## config.mk

```make
export PLATFORM = sky130hd
export DESIGN_NAME = dynamixel_write_scheduler
export DESIGN_NICKNAME = d
export VERILOG_FILES = /design/src/rtl/dynamixel_write_scheduler.sv
export SDC_FILE = /design/constraint.sdc
export NUM_CORES = 1
export LEC_CHECK = 0
export CAP_MARGIN = 20
export CORE_MARGIN = 2
export CORE_UTILIZATION = 40
export CTS_BUF_LIST = sky130_fd_sc_hd__clkbuf_16
export DETAILED_ROUTE_END_ITERATION = 10
export PLACE_DENSITY_LB_ADDON = 0.15
export SYNTH_ARGS = -nofsm -noshare
export SYNTH_HDL_FRONTEND = slang
export SYNTH_SLANG_ARGS = --single-unit
export TNS_END_PERCENT = 5
```

## constraint.sdc

```tcl
create_clock -name clock -period 5.32 [get_ports clock]
set_input_delay 1.064 -clock clock [delete_from_list [all_inputs] [get_ports clock]]
set_output_delay 1.064 -clock clock [all_outputs]
set_load 0.01 [all_outputs]
```

## src/rtl/dynamixel_write_scheduler.sv

```systemverilog
// dynamixel_write_scheduler
// Arbitrates torque-enable and goal-position packets into the sync-write
// engine. Torque always wins. A start handshake is supervised with a
// timeout, and an idle gap follows every packet. Position updates coalesce
// per channel, and requests that arrive while busy are held until served.
module dynamixel_write_scheduler #(
    parameter int clock_frequency = 12000000,
    parameter int position_period = clock_frequency / 50,
    parameter int gap_clocks      = 48,
    parameter int start_timeout   = 16
) (
    input  logic        clock,
    input  logic        reset,
    input  logic        channel_changed,
    input  logic [3:0]  channel_index,
    input  logic [10:0] channel_value,
    input  logic        torque_request,
    input  logic        torque_enable,
    input  logic        writer_sending,
    output logic        writer_send,
    output logic [15:0] address,
    output logic [15:0] data_len,
    output logic [31:0] value1,
    output logic [31:0] value2,
    output logic [31:0] value3,
    output logic [31:0] value4,
    output logic        torque_state,
    output logic        busy,
    output logic        error
);

    localparam int PW      = (position_period > 1) ? $clog2(position_period) : 1;
    localparam int CNT_MAX = (gap_clocks > start_timeout) ? gap_clocks : start_timeout;
    localparam int CW      = $clog2(CNT_MAX + 1);

    localparam logic [15:0] TORQUE_ADDR = 16'd64;
    localparam logic [15:0] TORQUE_LEN  = 16'd1;
    localparam logic [15:0] POS_ADDR    = 16'd116;
    localparam logic [15:0] POS_LEN     = 16'd4;

    typedef enum logic [2:0] {
        IDLE,
        ISSUE,
        WAIT_START,
        WAIT_DONE,
        GAP
    } state_t;

    state_t      state;
    logic [10:0] pos0, pos1, pos2, pos3;
    logic        pos_dirty;
    logic        position_due;
    logic        torque_pending;
    logic        torque_value;
    logic        pkt_is_torque;
    logic        pkt_torque_value;
    logic [PW-1:0] period_cnt;
    logic [CW-1:0] cnt;
    logic        period_wrap;
    logic        chan_hit;

    // Only channels 0..3 drive servos; higher indices are ignored.
    assign chan_hit    = channel_changed && (channel_index[3:2] == 2'b00);
    assign period_wrap = (period_cnt == PW'(position_period - 1));
    assign busy        = (state != IDLE);

    // Latest raw channel value per servo; positions coalesce here.
    always_ff @(posedge clock or posedge reset) begin
        if (reset) begin
            pos0 <= '0;
            pos1 <= '0;
            pos2 <= '0;
            pos3 <= '0;
        end else if (chan_hit) begin
            case (channel_index[1:0])
                2'd0:    pos0 <= channel_value;
                2'd1:    pos1 <= channel_value;
                2'd2:    pos2 <= channel_value;
                default: pos3 <= channel_value;
            endcase
        end
    end

    // Free-running period counter that opens a position-packet opportunity.
    always_ff @(posedge clock or posedge reset) begin
        if (reset) begin
            period_cnt <= '0;
        end else if (period_wrap) begin
            period_cnt <= '0;
        end else begin
            period_cnt <= period_cnt + 1'b1;
        end
    end

    // Arbitration FSM with request flags and registered writer outputs.
    always_ff @(posedge clock or posedge reset) begin
        if (reset) begin
            state            <= IDLE;
            writer_send      <= 1'b0;
            address          <= '0;
            data_len         <= '0;
            value1           <= '0;
            value2           <= '0;
            value3           <= '0;
            value4           <= '0;
            torque_state     <= 1'b0;
            error            <= 1'b0;
            pos_dirty        <= 1'b0;
            position_due     <= 1'b0;
            torque_pending   <= 1'b0;
            torque_value     <= 1'b0;
            pkt_is_torque    <= 1'b0;
            pkt_torque_value <= 1'b0;
            cnt              <= '0;
        end else begin
            writer_send <= 1'b0;
            // Capture happens every cycle. The arbitration branch below only
            // clears a flag when no fresh request of that source coincides.
            if (torque_request) begin
                torque_pending <= 1'b1;
                torque_value   <= torque_enable;
            end
            if (chan_hit) begin
                pos_dirty <= 1'b1;
            end
            if (period_wrap) begin
                position_due <= 1'b1;
            end

            case (state)
                IDLE: begin
                    if (torque_pending) begin
                        state            <= ISSUE;
                        writer_send      <= 1'b1;
                        address          <= TORQUE_ADDR;
                        data_len         <= TORQUE_LEN;
                        value1           <= {31'b0, torque_value};
                        value2           <= {31'b0, torque_value};
                        value3           <= {31'b0, torque_value};
                        value4           <= {31'b0, torque_value};
                        pkt_is_torque    <= 1'b1;
                        pkt_torque_value <= torque_value;
                        if (!torque_request) begin
                            torque_pending <= 1'b0;
                        end
                    end else if (pos_dirty && position_due) begin
                        state         <= ISSUE;
                        writer_send   <= 1'b1;
                        address       <= POS_ADDR;
                        data_len      <= POS_LEN;
                        value1        <= {20'b0, pos0, 1'b0};
                        value2        <= {20'b0, pos1, 1'b0};
                        value3        <= {20'b0, pos2, 1'b0};
                        value4        <= {20'b0, pos3, 1'b0};
                        pkt_is_torque <= 1'b0;
                        if (!chan_hit) begin
                            pos_dirty <= 1'b0;
                        end
                        if (!period_wrap) begin
                            position_due <= 1'b0;
                        end
                    end
                end
                ISSUE: begin
                    state <= WAIT_START;
                    cnt   <= '0;
                end
                WAIT_START: begin
                    if (writer_sending) begin
                        state <= WAIT_DONE;
                    end else if (cnt == CW'(start_timeout - 1)) begin
                        // Writer never acknowledged; drop the packet and move on.
                        error <= 1'b1;
                        state <= GAP;
                        cnt   <= '0;
                    end else begin
                        cnt <= cnt + 1'b1;
                    end
                end
                WAIT_DONE: begin
                    if (!writer_sending) begin
                        if (pkt_is_torque) begin
                            torque_state <= pkt_torque_value;
                        end
                        state <= GAP;
                        cnt   <= '0;
                    end
                end
                GAP: begin
                    if (cnt == CW'(gap_clocks - 1)) begin
                        state <= IDLE;
                    end else begin
                        cnt <= cnt + 1'b1;
                    end
                end
                default: state <= IDLE;
            endcase
        end
    end

endmodule

```

==> metrics.yaml, run 1 <==
synthesis:
  ys.warnings.count: 0
  async_flop_share_pct: 100
  syn_avg_cell_area_um2: 12.3
  synth-main-ff-cell: "dfrtp_1"
  syn_inst: 494
  ys_top_cells_by_area: "dfrtp_1 52%, buf_4 14%, mux2_2 8.5%, a22o_2 6.3%, buf_12 1.3%"
  ys_types: 51
  yosysTopAreaCellShare_pct: 52.4
  ys_seq_area_share_pct: 52.4
  synth_edf_count: 0
  yosysTopAreaCell: "dfrtp_1"
  mappedNetlistArea_um2: 6060
  ys_ff_latch: 127
worst_setup_path:
  required_ns: 4.26
  cp-end-kind: "output port"
  critPathMaxFanout: 11
  critPathSlowestCell: "dfrtp_1"
  path_buf_inv: 2
  cp_top_family: "buffers and inverters"
  reg2reg_to: "value2[8]"
  critical_path_class: "reg -> out"
  worstPathArrival_ns: 1.83
  cp_cell_sequence: "nor3_4 > inv_2 > clkdlybuf4s50_1"
  cp-start-kind: "flop"
  slowest_delay_ns: 0.53
  reg2regPathDepth: 5
  ff2ff_setup_slack_ns: 3.08
  rr_startpoint: "state[1]"
cts:
  cts_tree: "yes"
  clock_latency_ns: 0.41
  clockBufferDepth: 2
  clkTransAtPathRegs_ns: 0.05
  postCtsHoldBufs: 0
  cts_setup_buffers: 0
  cts_root_buf: "clkbuf_16"
  clock_sinks: 127
  cts_buffers: 17
  ctsResizeCount: 0
  htreeDepth: 4
timing:
  tightest_slew_ns: 0.991
  period_share_pct: 54.5
  relSlewSlack_pct: 33.7
  fin_setup_tns_ns: 0
  finClkSkew_ns: 0.00862
  holdWs_ns: 0.471
  fin_ws_ns: 2.42
  period_needed_ns: 2.90
  timing.fmax_ghz: 0.345
  setup_viol: 0
  rsz0062_at_grt: "false"
  slew_violations: 0
  hold_violations: 0
drt:
  drcViolationCount: 0
  via_per_inst: 4.79
  drtIter0Drc: 138
  wl_mm: 11.9
  antenna_left: 0
  wl_per_cell_um: 15.5
  drt_pre_antenna_iters: 4
  vias: 3677
global_routing:
  grt_use_total_pct: 15.4
  use_met2_pct: 25.6
  grt_pass1_vias: 3607
  grt_pass1_wl_mm: 19.2
  top_usage_layer: "met2"
  grt.overflow.total: 0
  grt_use_met1_pct: 19.2
  grt_util_met3_pct: 4.48
  grt_max_degree: 50
  antenna_found_initial: 0
floorplan:
  dieArea_um2: 16200
  die_h_um: 127
  rows: 45
  core-area_um2: 15000
  initial_core_util_pct: 40.3
  ioPinCount: 185
  die_x_um: 127
min_path:
  worstHoldEndpoint: "address[6]"
  hold_depth: 1
  hp-start: "address[6]"
  hold_path.class: "reg -> reg"
layout:
  fillers: 1356
  drive_gt1_share_pct: 21.6
  nets: 590
  multi_input_area_um2: 2240
  seqCellArea_um2: 3180
  area_growth_pct: 16.3
  final_common_cell: "dfrtp_1"
  diodes: 0
  finalCoreUtilization_pct: 46.9
  final_cell_mix: "127 x dfrtp_1, 106 x conb_1, 78 x clkdlybuf4s50_1"
pwr:
  power.density_nw_per_um2: 390
  power.leakage_nw: 3.27
  power.total_mw: 2.75
  peakVddDrop_mv: 0.221
placed_design:
  place_hpwl_mm: 8.05
  io_buffers: 78
  place.gp.congestion: 0.795
  place_ws_ns: 2.01
run:
  cap_violations: 0
status:
  status: "complete, no violations"
==> sequential cells by signal, summed over array words and instances, names as in the netlist, 2 cells and up <==
name,count
pos0,11
value2,11
address,2
period_cnt,18
value4,11
pos1,11
value1,11
cnt,6
pos3,11
value3,12
state,3
pos2,11
==> metal layers <==
layer  part of all wire, %  wire (µm)  vias up
li1                      -          -     1662
met1                    43       5090     1848
met2                    51       6050      152
met3                   4.9        586       15
met4                   1.5        182        0
met5                     0          0        -
==> cell usage after synthesis, types with 3 or more instances <==
cell type / n
a21o_1: 5
a21oi_1: 4
a22o_1: 6
a22o_2: 38
and3_1: 3
buf_12: 4
buf_2: 7
buf_4: 114
buf_6: 3
clkbuf_1: 4
dfrtp_1: 127
inv_1: 5
mux2_2: 46
mux2i_1: 3
nand2_1: 19
nand2b_1: 3
nand3_1: 12
nand3b_1: 3
nand4_1: 5
nor2_1: 17
nor3_1: 6
nor4_1: 3
o211ai_1: 3
o21ai_0: 6
xnor2_1: 9
xor2_1: 6
==> cell families (layout without fill, tap and decap cells) <==
logic type	count (synthesis)	count (layout)	synth area share, %
and+or+nand+nor	86	86	7.90
xor gates and xnor gates	15	15	2.17
other	1	106	0.0618
DFF	127	127	52.4
AOI/OAI and AO/OA	74	74	10.6
adders and majority gates	2	2	0.413
buffers and inverters	139	119	17.3
muxes	50	50	9.22
==> power by group <==
group | leakage [nW] | total, mW | internal (mW) | switching [mW]
logic | 1.35 | 0.479 | 0.208 | 0.272
clock network | 0.270 | 1.08 | 0.676 | 0.405
registers | 1.65 | 1.19 | 1.09 | 0.105
total | 3.27 | 2.75 | 1.97 | 0.781
==> worst max-delay path by stage <==
stage                    startpoint          to  cells past startpoint
global placement    channel_changed     pos0[7]                      4
floorplan                     reset  address[5]                      1
global route        channel_changed     pos2[8]                      5
detailed placement  channel_changed     pos2[0]                      5
finish                     state[1]        busy                      3
CTS                        state[1]        busy                      3
==> stage by stage <==
stage | std cells | cell area [µm²]
after floorplan | 599 | 6460
after global placement | 735 | 6480
after detailed placement | 735 | 6480
after CTS | 766 | 7030
after global routing | 767 | 7050
final | 767 | 7050
==> layout make-up <==
type,count,area share (%)
inverter,7,0.408
multi-input combinational,333,31.8
clock inverter,14,1.79
sequential,127,45.1
clock buffer,17,6.03
tap,188,3.34
timing repair buffer,81,11.6
(Power assumes the default switching activity.)
==> run 2, diff against run 1 <==
- clock period: 5.32 -> 2.4 ns (I/O delays scaled with it)
==> run 2 against run 1 <==
  * Die area stayed put
  * Clock power grew to 2.5 times the previous value
  * Critical path type unchanged
  * Sequential power is 120% higher
==> metrics.yaml, run 2 (same netlist as run 1, synthesis figures left out) <==
drt:
  wl_mm: 11.8
  antenna_left: 0
  wl_per_cell_um: 15.1
  drcViolationCount: 0
  drt_pre_antenna_iters: 4
  drtIter0Drc: 163
  via_per_inst: 4.78
  vias: 3714
timing:
  period_share_pct: 94.5
  rsz0062_at_grt: "false"
  relSlewSlack_pct: 55.9
  setup_viol: 0
  fin_setup_tns_ns: 0
  timing.fmax_ghz: 0.441
  period_needed_ns: 2.27
  tightest_slew_ns: 0.656
  hold_violations: 0
  slew_violations: 0
  finClkSkew_ns: 0.00644
cts:
  cts_root_buf: "clkbuf_16"
  cts_buffers: 17
  clkTransAtPathRegs_ns: 0.06
  htreeDepth: 4
  clock_latency_ns: 0.42
  clock_sinks: 127
  clockBufferDepth: 2
  ctsResizeCount: 0
  cts_tree: "yes"
global_routing:
  grt_pass1_wl_mm: 19.1
  grt_use_total_pct: 15.4
  grt.overflow.total: 0
  antenna_found_initial: 0
  grt_pass1_vias: 3625
  grt_max_degree: 57
placed_design:
  place_inst: 744
  place.gp.congestion: 0.810
  place_hpwl_mm: 8.12
  io_buffers: 78
layout:
  largest_reg_flops: 18
  multi_input_area_um2: 2240
  drive_gt1_share_pct: 23.4
  nets: 599
  final_common_cell: "dfrtp_1"
  final_cell_count_no_fill: 777
  diodes: 0
  seqCellArea_um2: 3180
  area_growth_pct: 19.4
  top_regs: "period_cnt (18), value3 (12)"
  final_cell_mix: "127 x dfrtp_1, 106 x conb_1, 78 x clkdlybuf4s50_1"
  largest_register: "period_cnt"
  fillers: 1350
floorplan:
  ioPinCount: 185
  initial_core_util_pct: 40.3
  core-area_um2: 15000
  die_x_um: 127
  dieArea_um2: 16200
  rows: 45
  die_h_um: 127
worst_setup_path:
  worstPathArrival_ns: 1.79
  crit_path_start: "state[2]"
  cp-start-kind: "flop"
  cp-end-kind: "output port"
  critical_path_class: "reg -> out"
  rr_startpoint: "state[2]"
  critPathMaxFanout: 10
  required_ns: 1.92
pwr:
  power.leakage_nw: 3.36
  peakVddDrop_mv: 0.518
  power.density_nw_per_um2: 882
run:
  cap_violations: 0
min_path:
  hold_path.class: "in -> async"
status:
  status: "complete, no violations"
run 2: cell types whose count changed in the layout (fill, tap and decap cells not counted):
cell        previous run  this run
buf_4                  2         7
clkinvlp_4             2         4
inv_1                  5         6
inv_6                  1         2
bufinv_16              2         4
clkinv_4               1         2
clkinv_1               4         0
buf_12                 1         5
clkinv_2               3         2
inv_4                  1         0
run 2: layout make-up:
class,instances,area share [%]
inverter,7,0.415
multi-input combinational,333,31.0
sequential,127,43.9
clock buffer,17,5.88
tap,188,3.25
timing repair buffer,90,12.9
clock inverter,15,2.70
run 2: worst max-delay path, stage by stage (launching register included):
cell and delay, ns:
dfrtp_1 0.50, nor3_4 0.29, inv_2 0.09, clkdlybuf4s50_1 0.49
run 2: routing by layer:
layer	track usage [%]	share of wire, %	up-vias
met5	0	0	-
met4	6.27	1.5	0
met3	4.31	4.9	13
met2	24.4	49	147
met1	20.3	44	1878
li1	-	-	1676
run 2: path summary, 6_finish.rpt:
check / cells past startpoint / end / slack, ns
max reg2reg: 6 / value1[9] / 0.49
max in group asynchronous: 3 / period_cnt[10] / 1.40
min in group clock: 1 / error / 0.48
min: 2 / value3[7] / 0.39
max: 3 / busy / 0.13
min reg2reg: 1 / error / 0.48
run 2: what timing repair did:
action / 4_1_cts / 5_1_grt
hold endpoints to repair: 0 / 0
hold buffers: 0 / 0
setup endpoints to repair: 0 / 1
setup buffers: 0 / 1
run 2: per-stage QoR:
stage | setup WS [ns] | hold slack [ns] | instance area [µm²] | power (mW) | util [%]
after floorplan | 0.353 | 0.431 | 6460 | 3.53 | -
after global placement | 0.107 | 0.454 | 6610 | 3.69 | 44.0
after detailed placement | 0.0748 | 0.468 | 6610 | 3.74 | 44.0
after CTS | 0.0530 | 0.385 | 7230 | 6.45 | 48.1
after global routing | 0.0444 | 0.396 | 7240 | 6.72 | 48.2
final | 0.132 | 0.394 | 7240 | 6.39 | 48.2
run 2: power by group:
part	switching [mW]	leakage [nW]	internal, mW	total (mW)
sequential	0.230	1.65	2.41	2.64
combinational	0.597	1.41	0.456	1.05
clock	0.964	0.302	1.73	2.70
total	1.79	3.36	4.60	6.39
==> run 3, diff against run 2 <==
- GPL_ROUTABILITY_DRIVEN: unset -> 0
- RECOVER_POWER: unset -> 50
==> run 3 against run 2 <==
  * Clock-buffer cell count unchanged
  * Sequential power about the same
  * Critical path depth unchanged
  * Worst setup slack gained 0.040 ns
  * Utilization fell by 0.54 points
  * Die area unchanged
  * Non-clock buffer count is the same
  * Combinational power about the same
  * Clock power hardly changed
  * Power decreased by 0.51%
  * Wire length is 0.25% higher
  * Worst hold slack gained 0.083 ns
  * Critical endpoint unchanged
  * Largest cell class unchanged
  * Highest routed layer unchanged
==> metrics.yaml, run 3 (same netlist as run 1, synthesis figures left out) <==
pwr:
  peakVddDrop_mv: 0.517
  power.density_nw_per_um2: 888
  power.leakage_nw: 3.33
  power.total_mw: 6.35
global_routing:
  grt_util_met3_pct: 4.31
  use_met2_pct: 24.4
  grt.overflow.total: 0
  grt_use_met1_pct: 20.3
  grt_max_degree: 57
  top_usage_layer: "met2"
  grt_pass1_vias: 3625
  grt_use_total_pct: 15.4
  antenna_found_initial: 0
  grt_pass1_wl_mm: 19.1
layout:
  diodes: 0
  fillers: 1365
  final_common_cell: "dfrtp_1"
  area_growth_pct: 18.1
  nets: 599
  final_cell_count_no_fill: 777
  drive_gt1_share_pct: 22.1
  top_regs: "period_cnt (18), value3 (12)"
  largest_reg_flops: 18
  largest_register: "period_cnt"
  final_cell_mix: "127 x dfrtp_1, 106 x conb_1, 76 x clkdlybuf4s50_1"
cts:
  clkTransAtPathRegs_ns: 0.06
  htreeDepth: 4
  cts_root_buf: "clkbuf_16"
  ctsResizeCount: 0
  cts_buffers: 17
  clockBufferDepth: 2
  clock_sinks: 127
  cts_tree: "yes"
  clock_latency_ns: 0.42
timing:
  tightest_slew_ns: 0.793
  fin_setup_tns_ns: 0
  period_needed_ns: 2.23
  setup_viol: 0
  hold_violations: 0
  relSlewSlack_pct: 47.1
  rsz0062_at_grt: "false"
  fin_ws_ns: 0.172
  slew_violations: 0
  period_share_pct: 92.8
  finClkSkew_ns: 0.00672
  timing.fmax_ghz: 0.449
floorplan:
  die_x_um: 127
  die_h_um: 127
  core-area_um2: 15000
  ioPinCount: 185
  initial_core_util_pct: 40.3
  dieArea_um2: 16200
  rows: 45
status:
  status: "complete, no violations"
placed_design:
  place_ws_ns: 0.0748
  place_hpwl_mm: 8.12
  place_inst: 744
  io_buffers: 78
run:
  cap_violations: 0
worst_setup_path:
  cp_top_family: "buffers and inverters"
  critPathSlowestCell: "dfrtp_1"
  worstPathArrival_ns: 1.75
  required_ns: 1.92
  cp_cell_sequence: "nor3_4 > inv_2 > clkdlybuf4s50_1"
  slowest_delay_ns: 0.50
  critical_path_class: "reg -> out"
  critPathMaxFanout: 10
  cp-start-kind: "flop"
  path_buf_inv: 2
  cp-end-kind: "output port"
drt:
  via_per_inst: 4.78
  vias: 3716
  antenna_left: 0
  drcViolationCount: 0
  wl_per_cell_um: 15.2
  wl_mm: 11.8
  drtIter0Drc: 182
  drt_pre_antenna_iters: 4
min_path:
  hold_path.class: "reg -> reg"
## run 3: path summary, 6_finish.rpt
path | startpoint | to | slack, ns | cells after the start
worst max-delay path | state[2] | busy | 0.17 | 3
worst min-delay path | error | error | 0.48 | 1
worst max register to register | state[2] | value1[9] | 0.45 | 6
worst min register to register | error | error | 0.48 | 1
max in group asynchronous | reset | period_cnt[10] | 0.67 | 3
min in group asynchronous | reset | value3[7] | 0.54 | 2
## run 3: cell type report
type	instances	area, µm²	share of cell area [%]
clock buffer	17	425	5.94
sequential	127	3180	44.4
multi-input combinational	333	2220	31.0
timing repair buffer	90	880	12.3
clock inverter	15	195	2.73
tap	188	235	3.29
inverter	7	27.5	0.385
## run 3: where the power goes
group	internal [mW]	switching [mW]
combinational	0.436	0.589
clock	1.73	0.962
sequential	2.41	0.227
total	4.58	1.78
## run 3: routing by layer
layer  part of all wire [%]  up-vias  routed length, µm
met2                     49      144               5810
met5                      0        -                  0
met1                     45     1881               5260
li1                       -     1677                  -
met3                    4.6       14                540
met4                    1.5        0                180
## run 3: timing repair
| item | 4_1_cts | 5_1_grt |
|---|---|---|
| setup endpoints to repair | 0 | 1 |
| hold buffers | 0 | 0 |
| buffers inserted | 0 | 1 |
## run 3: per-stage QoR
step	instance area, µm²	hold slack (ns)	util, %
global route	7160	0.505	47.6
CTS	7230	0.385	48.1
floorplan	6460	0.431	-
detailed placement	6610	0.468	44.0
finish	7160	0.477	47.6
global placement	6610	0.454	44.0
